`src/rtl/esm_issue_buffer_if.sv`:
```
// Upstream accept and downstream issue handshakes of the ESM issue buffer.
// The DUT connects through the slave modport and the producer/consumer side through master.
interface esm_issue_buffer_if #(
   parameter int unsigned Instruction_word_size = 32,
   parameter int unsigned bs                    = 16
);
   logic                             in_valid;
   logic                             in_ready;
   logic [Instruction_word_size-1:0] Instr_in;
   logic                             out_valid;
   logic                             out_ready;
   logic [Instruction_word_size-1:0] out_instr;
   logic [$clog2(bs)-1:0]            out_slot;

   modport master (
      output in_valid, Instr_in, out_ready,
      input  in_ready, out_valid, out_instr, out_slot
   );

   modport slave (
      input  in_valid, Instr_in, out_ready,
      output in_ready, out_valid, out_instr, out_slot
   );
endinterface

```
`src/rtl/esm_issue_buffer.sv`:
```
// Instruction buffer with lowest-free-slot allocation and round-robin issue of
// instructions the dependency core reports as independent.
module esm_issue_buffer #(
   parameter int unsigned Instruction_word_size = 32,
   parameter int unsigned bs                    = 16
) (
   input  logic                  clk,
   input  logic                  rst,
   esm_issue_buffer_if.slave     bus,
   output logic                  alloc_en,
   output logic [$clog2(bs)-1:0] buffer_index,
   output logic [0:bs-1]         valid_entries,
   input  logic [0:bs-1]         independent_instr,
   output logic [$clog2(bs):0]   count,
   output logic                  empty
);
   localparam int unsigned Iw = $clog2(bs);
   typedef logic [Iw-1:0] idx_t;

   logic [Instruction_word_size-1:0] mem [bs];

   logic [0:bs-1]                    valid_q, valid_d;
   logic [0:bs-1]                    settled_q, settled_d;
   logic [0:bs-1]                    pending_q, pending_d;
   logic [0:bs-1]                    elig;
   idx_t                             ptr_q, ptr_d;
   idx_t                             sel;
   idx_t                             out_slot_q, out_slot_d;
   logic                             out_valid_q, out_valid_d;
   logic [Instruction_word_size-1:0] out_instr_q, out_instr_d;
   logic [Iw:0]                      count_q, count_d;
   logic                             any_elig, load, retire, in_ready;

   always_comb begin
      buffer_index = '0;
      for (int i = int'(bs) - 1; i >= 0; i--) begin
         if (!valid_q[i]) buffer_index = idx_t'(i);
      end
   end

   assign in_ready = ~&valid_q;
   assign alloc_en = bus.in_valid & in_ready;

   // Independent bits are trusted only once the core's index synchroniser has seen the slot.
   assign elig = valid_q & settled_q & independent_instr & ~pending_q;

   always_comb begin
      idx_t cand;
      cand     = '0;
      sel      = '0;
      any_elig = 1'b0;
      for (int k = 0; k < int'(bs); k++) begin
         cand = ptr_q + idx_t'(k);
         if (!any_elig && elig[cand]) begin
            sel      = cand;
            any_elig = 1'b1;
         end
      end
   end

   assign retire = out_valid_q & bus.out_ready;
   assign load   = (~out_valid_q | bus.out_ready) & any_elig;

   always_comb begin
      valid_d     = valid_q;
      settled_d   = settled_q | valid_q;
      pending_d   = pending_q;
      out_valid_d = out_valid_q;
      out_instr_d = out_instr_q;
      out_slot_d  = out_slot_q;
      ptr_d       = ptr_q;
      // The retiring slot is pending, so it can never be the allocation or selection target.
      if (retire) begin
         valid_d[out_slot_q]   = 1'b0;
         settled_d[out_slot_q] = 1'b0;
         pending_d[out_slot_q] = 1'b0;
      end
      if (alloc_en) valid_d[buffer_index] = 1'b1;
      if (load) begin
         pending_d[sel] = 1'b1;
         out_valid_d    = 1'b1;
         out_instr_d    = mem[sel];
         out_slot_d     = sel;
         ptr_d          = sel + idx_t'(1);
      end else if (retire) begin
         out_valid_d = 1'b0;
      end
      count_d = count_q + {{Iw{1'b0}}, alloc_en} - {{Iw{1'b0}}, retire};
   end

   always_ff @(posedge clk or posedge rst) begin
      if (rst) begin
         valid_q     <= '0;
         settled_q   <= '0;
         pending_q   <= '0;
         out_valid_q <= 1'b0;
         out_instr_q <= '0;
         out_slot_q  <= '0;
         ptr_q       <= '0;
         count_q     <= '0;
      end else begin
         valid_q     <= valid_d;
         settled_q   <= settled_d;
         pending_q   <= pending_d;
         out_valid_q <= out_valid_d;
         out_instr_q <= out_instr_d;
         out_slot_q  <= out_slot_d;
         ptr_q       <= ptr_d;
         count_q     <= count_d;
      end
   end

   always_ff @(posedge clk) begin
      if (alloc_en) mem[buffer_index] <= bus.Instr_in;
   end

   assign valid_entries = valid_q;
   assign count         = count_q;
   assign empty         = (count_q == '0);
   assign bus.in_ready  = in_ready;
   assign bus.out_valid = out_valid_q;
   assign bus.out_instr = out_instr_q;
   assign bus.out_slot  = out_slot_q;
endmodule

```
`src/flat_wrapper.sv`:
```
// flat-port wrapper written by rule: the top's interface ports become plain ports
module esm_issue_buffer_flat 
#(
   parameter int unsigned Instruction_word_size = 32,
   parameter int unsigned bs                    = 16
)
  (clk, rst, alloc_en, buffer_index, valid_entries, independent_instr, count, empty, bus_in_valid, bus_Instr_in, bus_out_ready, bus_in_ready, bus_out_valid, bus_out_instr, bus_out_slot);
  esm_issue_buffer_if #(.Instruction_word_size(Instruction_word_size), .bs(bs)) bus_i ();
  input  logic clk;
  input  logic rst;
  output logic alloc_en;
  output logic [$clog2(bs)-1:0] buffer_index;
  output logic [0:bs-1] valid_entries;
  input  logic [0:bs-1] independent_instr;
  output logic [$clog2(bs):0] count;
  output logic empty;
  input wire logic [$bits(bus_i.in_valid)-1:0] bus_in_valid;
  input wire logic [$bits(bus_i.Instr_in)-1:0] bus_Instr_in;
  input wire logic [$bits(bus_i.out_ready)-1:0] bus_out_ready;
  output wire logic [$bits(bus_i.in_ready)-1:0] bus_in_ready;
  output wire logic [$bits(bus_i.out_valid)-1:0] bus_out_valid;
  output wire logic [$bits(bus_i.out_instr)-1:0] bus_out_instr;
  output wire logic [$bits(bus_i.out_slot)-1:0] bus_out_slot;
  assign bus_i.in_valid = bus_in_valid;
  assign bus_i.Instr_in = bus_Instr_in;
  assign bus_i.out_ready = bus_out_ready;
  assign bus_in_ready = bus_i.in_ready;
  assign bus_out_valid = bus_i.out_valid;
  assign bus_out_instr = bus_i.out_instr;
  assign bus_out_slot = bus_i.out_slot;
  esm_issue_buffer #(.Instruction_word_size(Instruction_word_size), .bs(bs)) u_core (.clk(clk), .rst(rst), .bus(bus_i), .alloc_en(alloc_en), .buffer_index(buffer_index), .valid_entries(valid_entries), .independent_instr(independent_instr), .count(count), .empty(empty));
endmodule
```
`config.mk`:
```
export PLATFORM = sky130hd
export DESIGN_NAME = esm_issue_buffer_flat
export DESIGN_NICKNAME = d
export VERILOG_FILES = /design/src/rtl/esm_issue_buffer_if.sv /design/src/rtl/esm_issue_buffer.sv /design/src/flat_wrapper.sv
export SDC_FILE = /design/constraint.sdc
export NUM_CORES = 1
export LEC_CHECK = 0
export ABC_AREA = 1
export BUFFER_PORTS_ARGS = -buffer_cell sky130_fd_sc_hd__buf_4
export CAP_MARGIN = 20
export CELL_PAD_IN_SITES_DETAIL_PLACEMENT = 1
export CELL_PAD_IN_SITES_GLOBAL_PLACEMENT = 2
export CORE_ASPECT_RATIO = 0.5
export CORE_MARGIN = 10
export CORE_UTILIZATION = 40
export DETAILED_ROUTE_END_ITERATION = 12
export PLACE_DENSITY_LB_ADDON = 0.08
export SLEW_MARGIN = 15
export SYNTH_ARGS = -nofsm -noshare
export SYNTH_HDL_FRONTEND = slang
export SYNTH_SLANG_ARGS = --single-unit
```
`constraint.sdc`:
```
create_clock -name clk -period 4.5 [get_ports clk]
set_input_delay 0.225 -clock clk [delete_from_list [all_inputs] [get_ports clk]]
set_output_delay 0.225 -clock clk [all_outputs]
set_load 0.02 [all_outputs]
```
==> results.toml, run 1 <==
[clock_network]
clkTransAtPathRegs_ns = 0.07
cts_buffers = 57
htreeDepth = 2
tritoncts = "built"
clkSinkCount = 606
insertion_delay_ns = 0.66
cts_buffer_depth = 3
root_buffer = "clkbuf_16"

[floorplanning]
initial_core_util_pct = 40.63
io-pin-count = 117
chipHeight_um = 204.9
die_area_um2 = 79880
fp.coreArea_um2 = 67320
rows = 67
fp.dieW_um = 389.8

[place]
portBuffers = 116
dp_hpwl_mm = 50.98
place_ws_ns = 0.05678
gp_congestion = 0.8368
placed_area_um2 = 29700

[flow_run]
drv_cap = 0

[timing]
drv_slew = 0
max_freq_mhz = 240.3
fin_ws_ns = 0.3387
hold_viol = 0
worst_slew_pin_slew_ns = 0.8021
slew_headroom_pct = 46.53
finalCriticalPeriod_ns = 4.161
min_period_over_period_pct = 92.47
holdWs_ns = 0.1214
setup_violations = 0
clock-skew-final_ns = 0.05181

[worst_setup_path]
worstPathMaxFanout = 52
worstSetupPathType = "flip-flop to flip-flop"
cp_common_cell = "nand2_1"
worst_setup_path_start_kind = "flip-flop"
cp-end-kind = "flip-flop"
cp_slowest_stage_delay_ns = 0.46
worstPathArrival_ns = 4.73
slowest_stage = "nor2_4"
worstPathRequired_ns = 5.07

[final_layout]
drive_gt1_share_pct = 11.79
n_antenna_cell = 0
fin_nets = 3081
fin_area_um2 = 32290
syn2layout_area_growth_pct = 18.05

[synth]
synth_area_leaders = "edfxtp_1 (56%), nand2_1 (17%), dfrtp_1 (8.6%)"
synth_edf_count = 512
yosysWarnings = 0
yosysMostFrequentCell = "nand2_1"
yosysTopAreaCell = "edfxtp_1"
synth.avg_cell_area_um2 = 9.611
synth_fp_nets = 2912
synthArstFlopShare_pct = 15.51
yosysSeqAreaShare_pct = 64.81
synth.top_cell.area_share_pct = 56.21
synth_common_cells = "nand2_1 (1263), edfxtp_1 (512), nand3_1 (351)"
synth_cell_types = 43
syn_inst = 2846
ys.flop_type = "edfxtp_1"
synth_seq_cells = 606
synth_area_um2 = 27350

[global_routing]
grt_pass1_vias = 21570
overflow = 0
grt_usage_pct = 21.34
grt_pass1_wl_mm = 131.6
grt_max_degree = 74
antenna_found_initial = 0

[routing]
drc = 0
wl_met3_mm = 3.738
wl_met2_mm = 41.65
wl_mm = 88.20
drt-vias-per-instance = 5.234
first_pass_iters = 5
via_count = 20720
wl_met1_mm = 41.30
antenna_left = 0
wl_per_cell_um = 22.28
first_iter_violations = 1298
topRoutingLayerUsed = "met4"

[worst_hold_path]
hp-class = "input pin to asynchronous set/reset pin"

[status]
status = "finished clean"
==> registers in the layout, summed over array words and instances (netlist names) <==
register	cells
u_core.mem	512
u_core.bus.out_instr	32
u_core.pending_q	16
u_core.settled_q	16
u_core.valid_entries	16
u_core.count	5
u_core.bus.out_slot	4
u_core.ptr_q	4
u_core.bus.out_valid	1
==> repair_timing <==
| action | 4_1_cts | 5_1_grt |
|---|---|---|
| setup buffers | 0 | 4 |
| endpoints found under the hold margin | 576 | 0 |
| hold buffers | 34 | 0 |
| resized for setup | 0 | 23 |
| setup endpoints to repair | 0 | 40 |
==> final cells by class <==
type / instances / area, um2
fill: 7524 / 35020
sequential: 606 / 17730
multi-input combinational: 1971 / 8623
timing repair buffer: 244 / 2374
clock buffer: 85 / 1672
tap: 897 / 1122
inverter: 135 / 511.7
clock inverter: 21 / 261.5
==> per-stage QoR <==
step                setup TNS, ns  utilization [%]  instances
floorplan                       0                -       2846
global placement                0            44.11       3807
detailed placement              0            44.11       3807
CTS                             0            47.49       3947
global route            -0.003694            47.97       3959
finish                          0            47.97       3959
==> layout by cell type (no fill, tap or decap), types with 15 or more instances in the layout <==
cell type	count
buf_12	16
buf_4	178
clkbuf_1	15
clkbuf_16	65
dfrtp_1	94
dlygate4sd3_1	34
edfxtp_1	512
inv_1	121
nand2_1	1262
nand3_1	351
nor2_1	183
nor2_4	26
o21ai_0	23
o22ai_1	15
==> metal layers <==
layer / global-route usage, % / vias to the layer above
met5: 0 / -
met4: 4.651 / 0
met3: 3.193 / 104
met2: 36.27 / 393
met1: 28.87 / 10490
li1: - / 9735
==> cell families (layout without fill, tap and decap cells) <==
family	Yosys count	after routing	synth area share [%]
AOI/OAI and AO/OA	83	83	1.757
xor gates and xnor gates	9	9	0.4254
adders and majority gates	14	14	0.6678
buffers and inverters	270	485	4.533
DFF	606	606	64.81
and+or+nand+nor	1864	1865	27.81
==> worst paths after layout <==
path,start,to,slack (ns),depth (start not counted)
setup / recovery,u_core.ptr_q[1],u_core.bus.out_instr[31],0.34,28
max in group asynchronous,rst,u_core.bus.out_instr[26],3.08,5
setup reg to reg,u_core.ptr_q[1],u_core.bus.out_instr[31],0.34,28
hold reg to reg,u_core.settled_q[13],u_core.settled_q[13],0.49,1
min in group clk,bus_in_valid,u_core.count[0],0.29,5
hold / removal,rst,u_core.count[3],0.12,3
==> worst max-delay path, delay by kind of cell, from the launching register on <==
kind | cells | cell delay, ns
flops | 1 | 0.38
buf+inv | 5 | 0.84
fa+ha+maj | 1 | 0.26
compound gates | 1 | 0.11
simple gates | 21 | 2.43
Power of run 1 is left out: the tool's default activity adds up to more than one toggle a clock period on the data nets, which glitch-free logic cannot reach.
==> run 2, diff against run 1 <==
--- a/config.mk
+++ b/config.mk
@@ -14,7 +14,7 @@
 export CORE_MARGIN = 10
 export CORE_UTILIZATION = 40
 export DETAILED_ROUTE_END_ITERATION = 12
-export PLACE_DENSITY_LB_ADDON = 0.08
+export PLACE_DENSITY = 0.84
 export SLEW_MARGIN = 15
 export SYNTH_ARGS = -nofsm -noshare
 export SYNTH_HDL_FRONTEND = slang
==> results.toml, run 2 (same netlist as run 1, synthesis figures left out) <==
[routing]
via_count = 20880
wl_met1_mm = 39.56
topRoutingLayerUsed = "met5"
wl_per_cell_um = 21.87
drt-vias-per-instance = 5.276
first_iter_violations = 1612
wl_mm = 86.56
first_pass_iters = 7
wl_met3_mm = 3.864
antenna_left = 0
drc = 0
wl_met2_mm = 41.27

[worst_setup_path]
critPathLaunch = "u_core.ptr_q[2]"
cp-end-kind = "flip-flop"
endpoint = "u_core.bus.out_instr[21]"
cp_slowest_stage_delay_ns = 0.45
r2r-end = "u_core.bus.out_instr[21]"
reg2reg_depth = 29
worst_setup_path_start_kind = "flip-flop"
worstPathArrival_ns = 4.66
cp_top_family = "simple AND/OR/NAND/NOR gates"
worstReg2RegStart = "u_core.ptr_q[2]"
worstSetupPathType = "flip-flop to flip-flop"
worst-path-buf-inv = 5
cp_common_cell = "nand2_1"
critical_path_depth = 29
worstPathRequired_ns = 5.00
worstPathMaxFanout = 52
slowest_stage = "dfrtp_2"
regToRegSetupSlack_ns = 0.34

[global_routing]
overflow = 0
antenna_found_initial = 1
grt_pass1_wl_mm = 131.5
grt_pass1_vias = 21620
grt_max_degree = 94
grt_usage_pct = 21.23

[timing]
clock-skew-final_ns = 0.05651
finalCriticalPeriod_ns = 4.159
slew_headroom_pct = 35.32
worst_slew_pin_slew_ns = 0.9703
max_freq_mhz = 240.5
setup_violations = 0
holdWs_ns = 0.1847
min_period_over_period_pct = 92.42
drv_slew = 0
hold_viol = 0

[final_layout]
fin_area_um2 = 32100
fillers = 7564
fin_nets = 3080
post-route-util_pct = 47.69
drive_gt1_share_pct = 12.25
n_antenna_cell = 0
top_register = "u_core.mem"
syn2layout_area_growth_pct = 17.35
largest_reg_flops = 512
final_common_cell = "nand2_1"
final_cells = 3958
final_cell_mix = "nand2_1 (1262), edfxtp_1 (512), nand3_1 (350)"

[clock_network]
clkSinkCount = 606
clkTransAtPathRegs_ns = 0.07
cts_buffers = 55
insertion_delay_ns = 0.66
tritoncts = "built"
htreeDepth = 2
root_buffer = "clkbuf_16"
cts_buffer_depth = 3

[place]
portBuffers = 116
placed_area_um2 = 29650
dp_hpwl_mm = 50.94
place_inst = 3809
gp_congestion = 0.8623

[worst_hold_path]
min_from = "bus_in_valid"
hp-class = "input pin to flip-flop"

[floorplanning]
initial_core_util_pct = 40.63
rows = 67
io-pin-count = 117
fp.dieW_um = 389.8
fp.coreArea_um2 = 67320
chipHeight_um = 204.9
die_area_um2 = 79880

[status]
status = "finished clean"

[flow_run]
drv_cap = 0
-- run 2: cell count changes in the layout (fill, tap and decap cells not counted), moves of 3 or more --
cell	previous run	this run
nor2_1	183	175
clkbuf_16	65	58
buf_4	178	183
clkinv_1	4	10
clkbuf_1	15	8
nor2_2	6	14
buf_16	7	4
buf_6	3	8
-- run 2: what timing repair did --
action,CTS,global route
hold buffers,34,0
setup endpoints to repair,0,50
setup buffers,0,8
hold endpoints to repair,573,0
resized for setup,0,36
-- run 2: cell type report --
type / instances / area, um2 / area share (%)
inverter: 135 / 514.2 / 1.602
multi-input combinational: 1970 / 8632 / 26.89
clock buffer: 73 / 1544 / 4.810
sequential: 606 / 17730 / 55.23
timing repair buffer: 246 / 2270 / 7.070
tap: 897 / 1122 / 3.496
clock inverter: 31 / 290.3 / 0.9043
-- run 2: routing by layer --
metal  vias to the layer above  global-route usage, %
met3                       132                  2.766
met5                         -                      0
met4                         2                  5.310
met1                     10540                  28.99
li1                       9719                      -
met2                       484                  35.78
-- run 2: worst min-delay path by stage --
stage                              end  slack, ns  cells past startpoint
2_1_floorplan         u_core.mem[0][0]       0.32                      0
3_3_place_gp       u_core.settled_q[4]       0.46                      2
3_5_place_dp       u_core.settled_q[5]       0.47                      2
4_1_cts        u_core.valid_entries[7]       0.14                      4
5_1_grt        u_core.valid_entries[7]       0.18                      4
6_report       u_core.valid_entries[7]       0.18                      4
-- run 2: stage by stage --
stage                     setup TNS [ns]  setup WS [ns]
after detailed placement        -0.02828       -0.02701
after global routing             -0.7411       -0.05629
after global placement                 0        0.03437
after floorplan                        0         0.6633
final                                  0         0.3411
after CTS                              0       0.008182
-- run 2: tightest hold or removal path: stages --
cell     delay [ns]
buf_4          0.10
nand3_1        0.07
buf_4          0.21
o22ai_1        0.14
Power of run 2 is left out for the same reason.
